==> src/rtl/findmax_datapath.sv <==
`timescale 1ns / 1ps
// findmax_datapath: datapath half of the find-max handshake.
// While the controller holds `active`, it streams DEPTH addresses to RAM
// port A, tracks the largest unsigned word and its address, and then raises
// done_signal. It holds the result until `active` drops. Dropping `active`
// early abandons the scan and leaves the previous result in place.
module findmax_datapath #(
  parameter int DATA_WIDTH  = 8,
  parameter int ADDR_WIDTH  = 4,
  parameter int DEPTH       = 16,
  parameter int RAM_LATENCY = 1
) (
  input  logic                  clka,
  input  logic                  reset,
  input  logic                  active,
  output logic                  ena,
  output logic [ADDR_WIDTH-1:0] addra,
  input  logic [DATA_WIDTH-1:0] douta,
  output logic                  busy,
  output logic                  done_signal,
  output logic [DATA_WIDTH-1:0] max_value,
  output logic [ADDR_WIDTH-1:0] max_addr
);

  typedef enum logic [1:0] {
    IDLE  = 2'd0,
    SCAN  = 2'd1,
    DRAIN = 2'd2,
    DONE  = 2'd3
  } state_t;

  localparam logic [ADDR_WIDTH-1:0] LAST_ADDR = ADDR_WIDTH'(DEPTH - 1);

  state_t                  state;
  // Bit i is set when the read issued i+1 edges ago was enabled. The top bit
  // marks an edge at which douta holds valid data.
  logic [RAM_LATENCY-1:0]  rd_valid;
  // Address copies that travel alongside rd_valid.
  logic [ADDR_WIDTH-1:0]   rd_addr [RAM_LATENCY];
  logic                    first_sample;
  logic [DATA_WIDTH-1:0]   work_max;
  logic [ADDR_WIDTH-1:0]   work_addr;

  // FSM, address issue, read-valid pipeline and running maximum.
  // addra also serves as the issue counter, because one address is issued per SCAN cycle.
  always_ff @(posedge clka or negedge reset) begin
    if (!reset) begin
      state        <= IDLE;
      ena          <= 1'b0;
      addra        <= '0;
      busy         <= 1'b0;
      done_signal  <= 1'b0;
      max_value    <= '0;
      max_addr     <= '0;
      rd_valid     <= '0;
      // NOTE: rd_addr is a short register pipeline, not a RAM. It resets
      // with the other flops so that no X value can reach work_addr.
      for (int i = 0; i < RAM_LATENCY; i++) rd_addr[i] <= '0;
      first_sample <= 1'b0;
      work_max     <= '0;
      work_addr    <= '0;
    end else begin
      // NOTE: the assignments are non-blocking, so every stage of the shift
      // reads the value its neighbour held before this edge.
      rd_valid[0] <= ena;
      rd_addr[0]  <= addra;
      for (int i = 1; i < RAM_LATENCY; i++) begin
        rd_valid[i] <= rd_valid[i-1];
        rd_addr[i]  <= rd_addr[i-1];
      end

      // The first sample of a scan loads unconditionally. After that, only a
      // strictly larger word replaces the maximum, so on a tie the lowest address wins.
      if (rd_valid[RAM_LATENCY-1]) begin
        if (first_sample || (douta > work_max)) begin
          work_max  <= douta;
          work_addr <= rd_addr[RAM_LATENCY-1];
        end
        first_sample <= 1'b0;
      end

      case (state)
        IDLE: begin
          if (active) begin
            state        <= SCAN;
            addra        <= '0;
            ena          <= 1'b1;
            busy         <= 1'b1;
            first_sample <= 1'b1;
          end
        end

        SCAN: begin
          if (!active) begin
            state    <= IDLE;
            ena      <= 1'b0;
            addra    <= '0;
            busy     <= 1'b0;
            rd_valid <= '0;
          end else if (addra == LAST_ADDR) begin
            // The last address has been held for one cycle. Stop issuing and
            // wait for the reads still in the pipeline.
            state <= DRAIN;
            ena   <= 1'b0;
            addra <= '0;
          end else begin
            addra <= addra + 1'b1;
          end
        end

        DRAIN: begin
          if (!active) begin
            state    <= IDLE;
            busy     <= 1'b0;
            rd_valid <= '0;
          end else if (rd_valid == '0) begin
            // The last sample was captured on the previous edge.
            state       <= DONE;
            busy        <= 1'b0;
            done_signal <= 1'b1;
            max_value   <= work_max;
            max_addr    <= work_addr;
          end
        end

        DONE: begin
          if (!active) begin
            state       <= IDLE;
            done_signal <= 1'b0;
          end
        end

        default: state <= IDLE;
      endcase
    end
  end

endmodule
==> config.mk <==
export PLATFORM = sky130hd
export DESIGN_NAME = findmax_datapath
export DESIGN_NICKNAME = d
export VERILOG_FILES = /design/src/rtl/findmax_datapath.sv
export SDC_FILE = /design/constraint.sdc
export NUM_CORES = 1
export LEC_CHECK = 0
export CAP_MARGIN = 20
export CORE_MARGIN = 3
export CORE_UTILIZATION = 30
export DETAILED_ROUTE_END_ITERATION = 10
export PLACE_DENSITY = 0.48
export SYNTH_ARGS = -nofsm -noshare
export SYNTH_HDL_FRONTEND = slang
export SYNTH_SLANG_ARGS = --single-unit
==> constraint.sdc <==
create_clock -name clka -period 1.8 [get_ports clka]
set_input_delay 0.36 -clock clka [delete_from_list [all_inputs] [get_ports clka]]
set_output_delay 0.36 -clock clka [all_outputs]
set_load 0.1 [all_outputs]
==> impl_metrics.yaml <==
run_status:
  status: "finished, violations left"
  failed_checks: "hold timing, setup timing"
clocking:
  cts.sinks: 39
  cts_hold_buf: 0
  cts_tree: "yes"
  root_buffer: "clkbuf_8"
  cts_buffers: 5
  cts_buffer_depth: 2
  insertion_delay_ns: 0.29
  cts_max_level: 2
  clk_pin_slew_ns: 0.08
synthesis:
  synthFlopType: "dfrtp_1"
  synth_nets: 194
  yosys.area_share.xor_xnor_pct: 0.462
  ys_async_sr_fraction_pct: 100
  postSynthCellCount: 169
  synth_edf_count: 0
  synthMuxAreaShare_pct: 5.08
  synth_top_family_by_area: "compound AO/OA/AOI/OAI gates"
  synth_fa_ha_area_share_pct: 9.23
  syn_area_um2: 1900
  synth_simple_gate_area_share_pct: 6.93
  synth_top_area_cell: "dfrtp_1"
  seq_area_frac_synth_pct: 51.5
  ys_ff_latch: 39
  yosys-top-cells-count: "dfrtp_1 (39), o21ai_0 (16), nand2_1 (15)"
  avgSynthCellArea_um2: 11.2
  synth_top_area_share_pct: 51.5
  synth_most_common_cell: "dfrtp_1"
  synthTopCellsByArea: "dfrtp_1 (51%), ha_1 (9.2%), a22o_1 (5.5%)"
  synth-compound-area-share_pct: 22.2
  synth_cell_type_count: 33
  ys.warnings.count: 0
die:
  num_rows: 28
  die_x_um: 85.5
  die_h_um: 85.5
  die_area_um2: 7310
  core_area_um2: 6030
  ios: 30
  initial_core_util_pct: 31.5
global_route:
  met2_usage_pct: 24.6
  overflow: 0
  grt_first_pass_wirelength_um: 7940
  grt_max_degree: 24
  grt_use_total_pct: 13.7
  grt_busiest_layer: "met2"
  use_met1_pct: 16.3
  grt_pass1_vias: 1689
  use_met3_pct: 3.65
  antenna_found_initial: 0
critical_path:
  r2r_slack_ns: -0.20
  worstPathCellList: "inv_2 > ha_4 > buf_6 > nand4_1 > or2_1 > and3_4 > a31o_4 > a221o_1"
  r2r-end: "work_max[7]"
  r2r_cells: 8
  cp.required_ns: 1.97
  critPathCaptureType: "register"
  worst-path-buf-inv: 2
  path_delay_family: "simple AND/OR/NAND/NOR gates"
  cp_slowest_stage_delay_ns: 0.36
  crit_path_max_fanout: 6
  critPathKind: "reg -> reg"
  cp_slowest_cell: "dfrtp_1"
  critPathLaunchType: "register"
  r2r_start: "work_max[1]"
  worstPathArrival_ns: 2.16
sta:
  slew_viol_final: 0
  timing.hold.ws_ns: -0.00304
  setup_tns_ns: -2.15
  worstMarginPinSlew_ns: 0.438
  rsz0062_at_grt: "yes"
  fin_skew_ns: 0.0113
  fmax_mhz: 501
  hold_viol_final: 6
  period_minus_slack_ns: 2.00
  slew_headroom_pct: 70.8
  period_share_pct: 111
  fin_ws_ns: -0.198
  setup_viol: 12
final_layout:
  drive_above_1_share_pct: 36.4
  antenna_cells: 0
  fill_cells: 556
  area_growth_pct: 52.9
  stdcell_count: 314
  final_util_pct: 48.1
  nets: 263
routing:
  drtPass1Iterations: 4
  via_per_inst: 5.02
  drc: 0
  wirelength_um: 4600
  ant_nets: 0
  wl_per_cell_um: 14.7
  drtIter0Drc: 67
  dr_total_vias: 1577
placed_design:
  hpwlAfterDp_um: 3360
  placedCellCount: 298
  place_congestion: 0.744
  portBuffers: 29
power:
  ir_drop_uv: 842
  power.total_uw: 5990
  power.density_nw_per_um2: 2070
  p_leak_uw: 0.00139
worst_hold_path:
  hp-class: "in -> async"
flow_run:
  drv_cap: 0
worst register-to-register path, stage by stage (launching register included):
cell and delay [ns]:
dfrtp_1 0.36, inv_2 0.06, ha_4 0.26, buf_6 0.08, nand4_1 0.11, or2_1 0.26
and3_4 0.19, a31o_4 0.24, a221o_1 0.34
metrics by stage:
stage	instance area, um2	setup WS, ns	hold WS, ns
after floorplan	1920	-0.0838	0.0644
after global placement	2700	-1.04	0.321
after detailed placement	2710	-0.749	0.324
after CTS	2890	-0.175	0.00360
after global routing	2900	-0.280	0.0218
final	2900	-0.198	-0.00304
timing repair:
action / in CTS / in global routing
resized for setup: 16 / 0
cloned: 1 / 0
pin swaps: 9 / 4
endpoints found under the setup margin: 12 / 12
buffers inserted: 5 / 2
endpoints found under the hold margin: 0 / 0
metal layers:
metal | routed length, um | vias up
met2 | 2330 | 32
met1 | 2040 | 774
met4 | 25 | 0
met5 | 0 | -
li1 | - | 769
met3 | 208 | 2
power by group:
part,internal (uW),total (uW),leakage (uW),switching [uW]
clock,349,660,0.0000505,311
combinational,1640,3750,0.000846,2100
sequential,1240,1580,0.000489,346
total,3230,5990,0.00139,2760
sequential cells by signal (all words and copies together), names as in the netlist, 2 cells and up:
name       count
addra          4
max_addr       4
max_value      8
rd_addr        4
state          2
work_addr      4
work_max       8
layout make-up:
type,instances,area [um2],share of cell area (%)
clock inverter,1,7.51,0.259
tap,75,93.8,3.24
multi-input combinational,110,897,30.9
timing repair buffer,68,774,26.7
inverter,14,52.6,1.81
sequential,39,978,33.7
clock buffer,7,96.3,3.32
how the worst max path moves through the flow:
stage / to / cells after the start / start / slack, ns
after floorplan: work_addr[2] / 8 / work_max[6] / -0.08
after global placement: work_addr[0] / 7 / douta[1] / -1.04
after detailed placement: work_addr[0] / 7 / douta[7] / -0.75
after CTS: work_addr[0] / 8 / work_max[1] / -0.17
after global routing: work_addr[0] / 8 / work_max[1] / -0.28
final: work_max[7] / 8 / work_max[1] / -0.20
cell families (layout without fill, tap and decap cells):
group                    after synthesis  count (layout)
adder cells (fa/ha/maj)               14              14
XOR/XNOR                               1               1
flip-flops                            39              39
AO/OA/AOI/OAI                         57              58
buffers and inverters                 21              90
multiplexers                           9               9
AND/OR/NAND/NOR                       28              28
layout by cell type, fill, tap and decap left out, drive strengths merged, types with 2 or more instances in the layout:
cell / n
buf: 59
dfrtp: 39
o21ai: 16
nand2: 15
inv: 14
ha: 14
a22o: 12
a221o: 12
a21oi: 8
dlygate4sd2: 8
clkbuf: 7
mux2: 5
mux2i: 4
a31o: 3
nor2: 2
nor2b: 2
nand4: 2
o31ai: 2
Power figures use the tool's default switching activity.
